===== src/rtl/multicycle_control.sv =====
// Multicycle RISC-V control FSM: lw, sw, R-type, beq, with memory handshake.
// Define ITYPE_ALU_EN to add the EXECUTEI path for I-type ALU ops (0010011).
module multicycle_control (
    input  logic       clk,
    input  logic       rst_n,
    input  logic [6:0] op,
    input  logic       zero,
    input  logic       mem_ready,
    output logic       mem_req,
    output logic       PCWrite,
    output logic       IRWrite,
    output logic       RegWrite,
    output logic       MemWrite,
    output logic       AdrSrc,
    output logic [1:0] ResultSrc,
    output logic [1:0] ALUSrcA,
    output logic [1:0] ALUSrcB,
    output logic [1:0] ALUOp,
    output logic [1:0] ImmSrc,
    output logic [3:0] state,
    output logic       instr_done,
    output logic       illegal_op
);

    localparam logic [6:0] OP_LW  = 7'b0000011;
    localparam logic [6:0] OP_SW  = 7'b0100011;
    localparam logic [6:0] OP_R   = 7'b0110011;
    localparam logic [6:0] OP_BEQ = 7'b1100011;
    localparam logic [6:0] OP_I   = 7'b0010011;

    typedef enum logic [3:0] {
        FETCH    = 4'd0,
        DECODE   = 4'd1,
        MEMADR   = 4'd2,
        MEMREAD  = 4'd3,
        MEMWB    = 4'd4,
        MEMWRITE = 4'd5,
        EXECUTER = 4'd6,
        ALUWB    = 4'd7,
        EXECUTEI = 4'd8,
        BEQ      = 4'd9
    } state_t;

    state_t state_q;
    state_t state_d;

    always_ff @(posedge clk or negedge rst_n) begin
        if (!rst_n) begin
            state_q <= FETCH;
        end else begin
            state_q <= state_d;
        end
    end

    always_comb begin
        state_d = FETCH;
        case (state_q)
            FETCH:    state_d = mem_ready ? DECODE : FETCH;
            DECODE: begin
                case (op)
                    OP_LW, OP_SW: state_d = MEMADR;
                    OP_R:         state_d = EXECUTER;
                    OP_BEQ:       state_d = BEQ;
`ifdef ITYPE_ALU_EN
                    OP_I:         state_d = EXECUTEI;
`endif
                    default:      state_d = FETCH;
                endcase
            end
            MEMADR:   state_d = (op == OP_SW) ? MEMWRITE : MEMREAD;
            MEMREAD:  state_d = mem_ready ? MEMWB : MEMREAD;
            MEMWRITE: state_d = mem_ready ? FETCH : MEMWRITE;
            EXECUTER: state_d = ALUWB;
`ifdef ITYPE_ALU_EN
            EXECUTEI: state_d = ALUWB;
`endif
            default:  state_d = FETCH;
        endcase
    end

    logic op_legal;

    always_comb begin
        op_legal = (op == OP_LW) || (op == OP_SW) || (op == OP_R) || (op == OP_BEQ);
`ifdef ITYPE_ALU_EN
        op_legal = op_legal || (op == OP_I);
`endif
    end

    always_comb begin
        case (op)
            OP_SW:   ImmSrc = 2'b01;
            OP_BEQ:  ImmSrc = 2'b10;
            default: ImmSrc = 2'b00;
        endcase
    end

    // rst_n gates the FETCH strobes so nothing is written while held in reset
    always_comb begin
        mem_req    = 1'b0;
        PCWrite    = 1'b0;
        IRWrite    = 1'b0;
        RegWrite   = 1'b0;
        MemWrite   = 1'b0;
        AdrSrc     = 1'b0;
        ResultSrc  = 2'b00;
        ALUSrcA    = 2'b00;
        ALUSrcB    = 2'b00;
        ALUOp      = 2'b00;
        instr_done = 1'b0;
        illegal_op = 1'b0;
        case (state_q)
            FETCH: begin
                mem_req   = rst_n;
                ALUSrcB   = 2'b10;
                ResultSrc = 2'b10;
                IRWrite   = rst_n & mem_ready;
                PCWrite   = rst_n & mem_ready;
            end
            DECODE: begin
                ALUSrcA    = 2'b01;
                ALUSrcB    = 2'b01;
                illegal_op = ~op_legal;
            end
            MEMADR: begin
                ALUSrcA = 2'b10;
                ALUSrcB = 2'b01;
            end
            MEMREAD: begin
                mem_req = 1'b1;
                AdrSrc  = 1'b1;
            end
            MEMWB: begin
                ResultSrc  = 2'b01;
                RegWrite   = 1'b1;
                instr_done = 1'b1;
            end
            MEMWRITE: begin
                mem_req    = 1'b1;
                AdrSrc     = 1'b1;
                MemWrite   = 1'b1;
                instr_done = mem_ready;
            end
            EXECUTER: begin
                ALUSrcA = 2'b10;
                ALUOp   = 2'b10;
            end
            ALUWB: begin
                RegWrite   = 1'b1;
                instr_done = 1'b1;
            end
`ifdef ITYPE_ALU_EN
            EXECUTEI: begin
                ALUSrcA = 2'b10;
                ALUSrcB = 2'b01;
                ALUOp   = 2'b10;
            end
`endif
            BEQ: begin
                ALUSrcA    = 2'b10;
                ALUOp      = 2'b01;
                PCWrite    = zero;
                instr_done = 1'b1;
            end
            default: ;
        endcase
    end

    assign state = state_q;

endmodule


===== config.mk =====
export PLATFORM = sky130hd
export DESIGN_NAME = multicycle_control
export DESIGN_NICKNAME = d
export VERILOG_FILES = /design/src/rtl/multicycle_control.sv
export SDC_FILE = /design/constraint.sdc
export NUM_CORES = 1
export LEC_CHECK = 0
export CAP_MARGIN = 30
export CORE_MARGIN = 2
export CORE_UTILIZATION = 32
export DETAILED_ROUTE_END_ITERATION = 8
export PLACE_DENSITY = 0.79
export SETUP_SLACK_MARGIN = 0.4
export SLEW_MARGIN = 20
export SYNTH_ARGS = -nofsm -noshare
export SYNTH_HDL_FRONTEND = slang
export SYNTH_SLANG_ARGS = --single-unit
export TNS_END_PERCENT = 100

===== constraint.sdc =====
create_clock -name clk -period 1.4 [get_ports clk]
set_input_delay 0.28 -clock clk [delete_from_list [all_inputs] [get_ports clk]]
set_output_delay 0.28 -clock clk [all_outputs]
set_load 0.02 [all_outputs]

==> impl_metrics.toml, run 1 <==
[outcome]
outcome = "stopped before the end"
lastStage = "5_1_grt"
error_line = "[ERROR DPL-0038] Utilization greater than 100%, impossible to legalize"

[logic_synthesis]
yosysTopAreaCell = "dfrtp_1"
synthTopCellsByArea = "dfrtp_1 (19%), a2111oi_4 (5.2%), nor3b_1 (4.3%)"
netlist_area_um2 = 527
syn_nets = 75
synth-edff-count = 0
synth_ff_type = "dfrtp_1"
ys_warn_count = 0
synthArstFlopShare_pct = 100
synth_cell_type_count = 38
ys_seq_elements = 4
yosys.area.top_type_share_pct = 19.0
synth.avg_cell_area_um2 = 8.23
yosysSeqAreaShare_pct = 19.0
synthCells = 64

[floorplan]
die_w_um = 44.6
num_io_pins = 33
rows = 14
die_y_um = 44.6
initial_core_util_pct = 34.6

[place]
numPortBuffers = 32
dp_slack_ps = -771
place_area_um2 = 1200
finalWeightedCongestion = 0.823
dp_hpwl_um = 1630

[cts]
cts_buffers = 3
cts_max_path_buffers = 2
cts-htree-levels = 1
cts-root-buf = "clkbuf_4"
holdBufCountCts = 0
clock-sinks = 4

[timing]
worst-ep-kind = "output port"
postGrtWorstEndpoint = "PCWrite"

[global_route]
grt_max_degree = 10
## synthesized netlist by cell type (2+ instances only)
cell type / instances
buf_2: 4
o21ai_0: 2
a21oi_1: 3
dfrtp_1: 4
nor3_1: 4
a21o_1: 2
nand2_1: 2
nor3b_1: 3
nor4bb_1: 2
nor2_1: 4
nor2b_1: 3
nand2b_1: 2
inv_1: 4
## repair_timing
action	in CTS
endpoints found under the setup margin	26
endpoints found under the hold margin	0
buffers inserted	10
gates resized for setup	195
pin swaps	15
## logic make-up after synthesis
group	share of synthesized area, %
buffers and inverters	9.50
flip-flops	19.0
multiplexers	2.14
AO/OA/AOI/OAI	26.6
XOR/XNOR	1.66
AND/OR/NAND/NOR	39.2
adder cells (fa/ha/maj)	1.90
## per-stage QoR
step                      utilization [%]  hold slack, ps  cells
after floorplan                         -           -15.6     64
after global placement               79.0             573    134
after detailed placement             79.0             581    134
after CTS                            93.9             340    147
==> run 2: changes to the inputs <==
CORE_AREA = 2 2 63 65   (was unset)
CORE_MARGIN = unset   (was 2)
CORE_UTILIZATION = unset   (was 32)
DIE_AREA = 0 0 65 67   (was unset)
PLACE_DENSITY = unset   (was 0.79)
PLACE_DENSITY_LB_ADDON = 0.15   (was unset)
SETUP_SLACK_MARGIN = unset   (was 0.4)
clock period = 1.8 ns   (was 1.4 ns; I/O delays follow)
==> impl_metrics.toml, run 2 <==
[drt]
wl_per_cell_um = 12.5
dr.pass1.iters = 4
drt_iter0_drc = 12
antenna_left = 0
via_per_inst = 4.27
via_count = 768
remaining_drc_errors = 0
wirelength_um = 2240

[cells_and_area]
nFillCells = 386
seqCellArea_um2 = 103
antenna_cells = 0
final_common_cell = "buf_4"
multi_input_area_um2 = 474
instances_no_fill = 180
layout.nets = 144
largest_reg_flops = 4
areaGrowthSynthToFinish_pct = 143
drive_above_1_share_pct = 62.1
final_cell_mix = "buf_4 (37), buf_2 (10), clkdlybuf4s50_1 (8), buf_6 (8), nor2_1 (4)"

[place]
finalWeightedCongestion = 0.748
dp_hpwl_um = 1720
placed_cells = 170
numPortBuffers = 32

[logic_synthesis]
synthCells = 64
yosys.area.top_type_share_pct = 19.0
syn_nets = 75
synthArstFlopShare_pct = 100
ys_seq_elements = 4
synth-edff-count = 0
synth.avg_cell_area_um2 = 8.23
yosys-top-cells-count = "buf_2 (4), dfrtp_1 (4), inv_1 (4), nor2_1 (4), nor3_1 (4)"
synth_mux_area_share_pct = 2.14
synth_top_family_by_area = "simple AND/OR/NAND/NOR gates"
yosysSeqAreaShare_pct = 19.0
synth_xor_area_share_pct = 1.66
synth_cell_type_count = 38
yosysTopAreaCell = "dfrtp_1"
synthTopCellsByArea = "dfrtp_1 (19%), a2111oi_4 (5.2%), nor3b_1 (4.3%)"
ys_warn_count = 0
yosys.area_share.simple_pct = 39.2
netlist_area_um2 = 527
synth_compound_area_share_pct = 26.6
synthAdderAreaFrac_pct = 1.90
synth_ff_type = "dfrtp_1"

[power]
switching_share_pct = 40.3
p_switching_uw = 598
power_frac_clock_pct = 13.7
power_frac_comb_pct = 76.4
p_seq_share_pct = 9.9
p_per_area_nw_per_um2 = 1160
p_leak_nw = 0.609
vdd_ir_drop_max_uv = 360
power_mw = 1.48
p_int_uw = 886

[timing]
slew_headroom_pct = 72.4
period_minus_slack_ps = 1860
hold_slack_ps = 470
tightest_slew_ps = 403
setup_violations = 3
finClkSkew_ps = 3.43
worst_slack_ps = -64.0
slew_viol_final = 0
rsz0062_at_grt = "true"
min_period_over_period_pct = 104
timing.fmax_mhz = 536
hold_viol_final = 0

[global_route]
grt_pass1_wl_um = 3750
overflow = 0
first_global_vias = 790
grt_max_degree = 9
grt_util_all_layers_pct = 11.3
antenna_found_initial = 0

[critical_path]
critPathTopFamily = "simple AND/OR/NAND/NOR gates"
worstPathRequired_ps = 1440
reg2reg_depth = 4
crit_chain = "or4b_4 -> inv_4 -> o21a_4 -> buf_6"
crit_path_top_delay_cell = "or4b_4"
cp_max_fo = 7
rrSetupSlack_ps = 230
r2r_start = "state[1]$_DFF_PN0_"
max_stage_delay_ps = 530
r2r_end = "state[1]$_DFF_PN0_"
end_kind = "output pin"
path_buf_inv = 2
crit_type = "register to output pin"
cp-start-kind = "register"
arrival_ps = 1500

[outcome]
outcome = "finished with violations"
violations = "negative setup slack"

[floorplan]
die_y_um = 67
rows = 22
core-area_um2 = 3610
initial_core_util_pct = 14.6
die-area_um2 = 4360
die_w_um = 65
num_io_pins = 33

[cts]
cts-root-buf = "clkbuf_8"
insertion_delay_ps = 220
clkSlewWorstSetupHoldPaths_ps = 30
cts_tree = "built"
cts_max_path_buffers = 2
cts_buffers = 3
holdBufCountCts = 0
cts-htree-levels = 1
clock-sinks = 4

[hold_path]
hp-class = "primary input to asynchronous set/reset pin"

[run]
maxCapViolations = 0
[run 2: kinds of logic after synthesis]
| group | Yosys count |
|---|---|
| xor gates and xnor gates | 1 |
| adders and majority gates | 1 |
| DFF | 4 |
| buffers and inverters | 10 |
| muxes | 1 |
| and+or+nand+nor | 30 |
| AOI/OAI and AO/OA | 17 |
[run 2: how the worst max path moves through the flow]
stage                             startpoint    endpoint  slack [ps]  depth (start not counted)
after CTS                 state[1]$_DFF_PN0_  illegal_op         -70                          4
after global placement                 op[5]  illegal_op        -540                          5
final                     state[1]$_DFF_PN0_  illegal_op         -60                          4
after global routing      state[1]$_DFF_PN0_  illegal_op        -110                          4
after floorplan           state[2]$_DFF_PN0_  instr_done        -160                          4
after detailed placement               op[5]  illegal_op        -580                          5
[run 2: stage by stage]
stage / util [%] / cell area, µm² / setup TNS, ps / setup slack (ps)
finish: 35.5 / 1280 / -105 / -64.0
global route: 35.5 / 1280 / -391 / -113
CTS: 33.7 / 1210 / -147 / -70.9
detailed placement: 31.9 / 1150 / -5050 / -583
global placement: 31.9 / 1150 / -5180 / -543
floorplan: - / 553 / -627 / -158
[run 2: final cells by class]
| cell class | instances | area share [%] |
|---|---|---|
| timing repair buffer | 70 | 45.4 |
| tap | 48 | 4.69 |
| clock buffer | 4 | 3.52 |
| inverter | 4 | 1.37 |
| sequential | 4 | 8.01 |
| multi-input combinational | 50 | 37.0 |
[run 2: repair_timing]
item / in CTS / in global routing
setup endpoints to repair: 18 / 16
pin swaps: 4 / 4
resized for setup: 91 / 23
cloned: 0 / 0
setup buffers: 4 / 2
[run 2: routing by layer]
layer | vias up | GRT usage (%) | part of all wire (%)
met5 | - | 0 | 0
met4 | 0 | 4.79 | 1.6
met3 | 4 | 2.70 | 4.8
met2 | 23 | 18.6 | 49
met1 | 363 | 14.1 | 45
li1 | 378 | - | -
[run 2: power by group through the flow]
stage / Clock (mW) / Combinational [mW] / Sequential [mW]
detailed placement: 0 / 1.07 / 0.147
global placement: 0 / 1.08 / 0.148
finish: 0.203 / 1.13 / 0.147
global route: 0.220 / 1.21 / 0.152
floorplan: 0 / 0.506 / 0.150
CTS: 0.206 / 1.06 / 0.147
No activity file was read; power rests on OpenSTA's default activity.
